==> config.mk <==
export PLATFORM = sky130hd
export DESIGN_NAME = sha256_msg_schedule
export DESIGN_NICKNAME = d
export VERILOG_FILES = /design/src/rtl/sha256_pkg.sv /design/src/rtl/sha256_sched_step.sv /design/src/rtl/sha256_sigma0.sv /design/src/rtl/sha256_sigma1.sv /design/src/rtl/sha256_msg_schedule.sv
export SDC_FILE = /design/constraint.sdc
export NUM_CORES = 2
export LEC_CHECK = 0
export CORE_MARGIN = 2
export CORE_UTILIZATION = 57
export CTS_CLUSTER_SIZE = 40
export DETAILED_ROUTE_END_ITERATION = 10
export PLACE_DENSITY = 0.75
export SETUP_SLACK_MARGIN = 0.15
export SLEW_MARGIN = 5
export SYNTH_ARGS = -nofsm -noshare
export SYNTH_HDL_FRONTEND = slang
export SYNTH_SLANG_ARGS = --single-unit
export TNS_END_PERCENT = 20
==> constraint.sdc <==
create_clock -name clk -period 33.4 [get_ports clk]
set_input_delay 6.68 -clock clk [delete_from_list [all_inputs] [get_ports clk]]
set_output_delay 6.68 -clock clk [all_outputs]
set_load 0.05 [all_outputs]
==> src/rtl/sha256_pkg.sv <==
// SHA-256 shared types and constants.
// Used by the message-schedule block and its helpers.
package sha256_pkg;
  localparam int WORD_W     = 32;
  localparam int BLK_WORDS  = 16;
  localparam int NUM_ROUNDS = 64;

  typedef logic [WORD_W-1:0] word_t;

  typedef enum logic {
    LOAD = 1'b0,
    EMIT = 1'b1
  } sched_state_t;
endpackage

==> src/rtl/sha256_sched_step.sv <==
// One schedule expansion step:
// W[t+16] from W[t+14], W[t+9], W[t+1], W[t].
module sha256_sched_step
  import sha256_pkg::*;
(
  input  word_t w14,
  input  word_t w9,
  input  word_t w1,
  input  word_t w0,
  output word_t wn
);
  word_t s1;
  word_t s0;

  sha256_sigma1 u_s1 (
    .x (w14),
    .y (s1)
  );

  sha256_sigma0 u_s0 (
    .x (w1),
    .y (s0)
  );

  assign wn = s1 + w9 + s0 + w0;
endmodule

==> src/rtl/sha256_sigma0.sv <==
// SHA-256 small sigma0:
// ror7 ^ ror18 ^ shr3.
module sha256_sigma0
  import sha256_pkg::*;
(
  input  word_t x,
  output word_t y
);
  assign y = {x[6:0], x[31:7]}
           ^ {x[17:0], x[31:18]}
           ^ {3'b000, x[31:3]};
endmodule

==> src/rtl/sha256_sigma1.sv <==
// SHA-256 small sigma1:
// ror17 ^ ror19 ^ shr10.
module sha256_sigma1
  import sha256_pkg::*;
(
  input  word_t x,
  output word_t y
);
  assign y = {x[16:0], x[31:17]}
           ^ {x[18:0], x[31:19]}
           ^ {10'b0, x[31:10]};
endmodule

==> src/rtl/sha256_msg_schedule.sv <==
// SHA-256 message schedule: loads 16 words,
// streams W0..W63 over a valid/ready port.
module sha256_msg_schedule
  import sha256_pkg::*;
(
  input  logic        clk,
  input  logic        rst,
  input  logic        blk_valid,
  output logic        blk_ready,
  input  logic [31:0] blk_word,
  output logic        w_valid,
  input  logic        w_ready,
  output logic [31:0] w_data,
  output logic [5:0]  w_idx,
  output logic        w_last
);
  sched_state_t state;
  logic [5:0]   cnt;
  word_t        win [BLK_WORDS];
  word_t        nxt;
  logic         ld_fire;
  logic         em_fire;
  logic         ld_end;
  logic         em_end;

  assign ld_fire = (state == LOAD) && blk_valid;
  assign em_fire = (state == EMIT) && w_ready;
  assign ld_end  = cnt == 6'(BLK_WORDS - 1);
  assign em_end  = cnt == 6'(NUM_ROUNDS - 1);

  sha256_sched_step u_step (
    .w14 (win[14]),
    .w9  (win[9]),
    .w1  (win[1]),
    .w0  (win[0]),
    .wn  (nxt)
  );

  // Shared shift window: new words enter at the top in both phases
  always_ff @(posedge clk or posedge rst) begin
    if (rst) begin
      state <= LOAD;
      cnt   <= '0;
      for (int i = 0; i < BLK_WORDS; i++)
        win[i] <= '0;
    end else if (ld_fire || em_fire) begin
      for (int i = 0; i < BLK_WORDS - 1; i++)
        win[i] <= win[i+1];
      win[BLK_WORDS-1] <= ld_fire ? blk_word : nxt;
      if (ld_fire && ld_end) begin
        cnt   <= '0;
        state <= EMIT;
      end else if (em_fire && em_end) begin
        cnt   <= '0;
        state <= LOAD;
      end else begin
        cnt <= cnt + 6'd1;
      end
    end
  end

  assign blk_ready = state == LOAD;
  assign w_valid   = state == EMIT;
  assign w_data    = win[0];
  assign w_idx     = cnt;
  assign w_last    = (state == EMIT) && em_end;
endmodule
==> qor.txt <==
family with the most delay on the worst path -> buffers and inverters
CTS root buffer -> clkbuf_16
Cells after Synth -> 2741
Worst setup SP type -> input port
met2 wire length -> 27400 µm
slowest stage delay, CP -> 1020 ps
layout cell share with drive strength beyond 1 -> 0.0388
H-tree levels -> 2
Yosys cell types -> 58
routed wl met3 -> 2880 µm
post_cts resized -> 0
largest net degree at the start of global routing -> 240
Starting Density -> 0.576
number of global-route vias before repair -> 16801
yosys warns -> 0
Max Slew Vio Count -> 0
TritonCTS clock tree -> done
Area Overhead vs Synth -> 10.3%
Slowest cell on crit path -> buf_4
initial antenna violation count -> 0
Inserted Clock Buffers -> 52
crit-path max FO -> 239
Post-Synthesis Cell Area -> 24100 µm²
max frequency -> 101 MHz
Max-Cap Viols -> 0
worst-case clock buffer depth -> 3
antenna cells -> 0
cts hold-fix bufs -> 0
worst-path cell chain -> clkdlybuf4s50_1 > nand2_1 > buf_4 > nand2_4 > buf_12 > buf_4 > o21ai_0
Clk pin slew, worst setup/hold paths -> 70 ps
Yosys reg bits -> 519
Final #Nets -> 2820
via count -> 17315
Total GRT Usage -> 0.282
Rows -> 75
TritonRoute pass-1 iters -> 7
worst rel slew slack -> 0.209
DRT iter0 DRCs -> 1830
Layout fillers -> 3525
Crit path top cell by count -> buf_4
worst slew pin tran -> 1190 ps
Core Box Area -> 41900 µm²
min Tclk post-route -> 9920 ps
Synth async-reset ratio -> 1.00
status -> finished clean
post-synthesis sequential area ratio -> 0.539
total congestion overflow -> 0
dpl hpwl -> 41400 µm
# clock sinks -> 519
Synth area leader -> dfrtp_1
WP buf/inv -> 4
met1 wire length -> 27600 µm
chip height -> 210 µm
syn avg cell area -> 8.79 µm²
Mapped Nets -> 2871
DR top layer -> met4
first-pass GRT wire length -> 95700 µm
crit path DAT -> 10360 ps
final setup violating endpoints -> 0
setup tns final -> 0 ps
Routed WL -> 59600 µm
I/O pin total -> 77
die width -> 210 µm
I/O Buffers -> 76
final hold viol count -> 0
kind of critical path -> in -> reg
Hold Path Class -> reg -> reg
top_reg_cell synth -> dfrtp_1
RSZ-0062 raised after global routing -> no
Worst Skew -> 31.3 ps
die area -> 43900 µm²
final period utilization -> 0.297
Critical Path End Type -> flip-flop
Routed Antenna Nets -> 0
DR vias/cell -> 5.30
GPL Wtd Cong -> 0.943
top-area cell type share of the netlist area -> 0.539
CP required -> 33840 ps
postcts setup bufs -> 0
number of synthesized flops with an enable pin -> 0
worst-skew pair later-pin latency -> 620 ps
top cells by area, synth -> dfrtp_1, nand2_1, fa_1, xnor2_1, xor2_1
DRC -> 0
DR WL/cell -> 18.2 µm
[cell type report]
| class | instances | area (µm²) | share of cell area |
|---|---|---|---|
| clock inverters | 15 | 191 | 0.00720 |
| clock buffers | 79 | 1540 | 0.0581 |
| flip-flops and latches | 519 | 13000 | 0.489 |
| well taps | 539 | 674 | 0.0254 |
| multi-input cells | 1895 | 9780 | 0.368 |
| repair buffers | 92 | 906 | 0.0341 |
| inverters | 130 | 495 | 0.0186 |
[worst register-to-register path: stages, from the launching register on]
cell      delay (ps)
dfrtp_1          550
xor2_1           230
xnor2_1          300
fa_1             530
fa_1             570
inv_1             50
ha_1             410
a21oi_1          280
o21ai_0          220
nor2b_1          190
o311ai_0         640
a21oi_1          200
o21ai_0          190
o311ai_1         130
[path summary, 6_finish.rpt]
path	start	endpoint	slack, ps	cells past startpoint
max	w_ready	win[217]	23480	7
min	win[112]	win[144]	460	2
max reg2reg	win[465]	win[31]	28770	13
min reg2reg	win[112]	win[144]	460	2
max in group asynchronous	rst	win[329]	24250	4
min in group asynchronous	rst	win[369]	6620	2
[kinds of logic after synthesis]
family | after synthesis | synth area share
adders and majority gates | 94 | 0.0681
DFF | 519 | 0.539
xor gates and xnor gates | 145 | 0.0527
muxes | 2 | 0.000831
buffers and inverters | 327 | 0.0561
and+or+nand+nor | 1407 | 0.224
AOI/OAI and AO/OA | 247 | 0.0597
[routing by layer]
metal | vias up | track usage
met2 | 426 | 0.433
met4 | 0 | 0.0890
li1 | 8290 | -
met5 | - | 0
met1 | 8516 | 0.421
met3 | 83 | 0.0388
[synthesized netlist by cell type (all sizes together) (2+ instances only)]
master,number
o31a,2
o21a,3
mux2i,2
or3,2
o21bai,4
xor2,69
xnor2,76
buf,41
nor2b,4
o311ai,3
nor2,43
a211oi,4
fa,62
or2,2
dfrtp,519
nand2b,4
nand3,9
and4,2
inv,130
o221ai,2
nor3,10
a21boi,2
a22oi,6
nand2,1316
a31oi,7
ha,32
and3,3
o211ai,2
o21ai,122
o22ai,9
nand4,8
a21o,9
a221oi,2
o41ai,3
a21oi,61
clkbuf,156
[through the flow]
stage,setup slack (ps),area [µm²],cells,hold slack [ps],utilization
after CTS,23630,26600,3269,463,0.635
after global routing,23230,26600,3269,480,0.635
final,23480,26600,3269,458,0.635
after global placement,23050,24800,3175,448,0.594
after floorplan,12220,24100,2741,439,-
after detailed placement,23010,24800,3175,454,0.594
[state kept, by name, summed over array words and instances, names as in the netlist]
| signal | cells |
|---|---|
| w_data | 32 |
| w_idx | 6 |
| w_valid | 1 |
| win | 480 |
[cell usage in the layout (no fill, tap or decap), drive strengths merged, types with 3 or more instances in the layout]
cell	n
o311ai	3
a21oi	61
a21o	9
xnor2	76
o21ai	122
xor2	69
a211oi	4
nand4	8
dfrtp	519
clkbuf	79
fa	62
a22oi	6
o21a	3
and3	3
clkdlybuf4s50	76
o41ai	3
nor3	10
nand2	1316
a31oi	7
buf	16
inv	132
nor2b	4
nor2	43
nand2b	4
o21bai	4
clkinv	8
o22ai	9
nand3	9
ha	32
bufinv	3
Power is not shown: default switching activity piles up to over one toggle a cycle in this logic, so the estimate is an artifact.
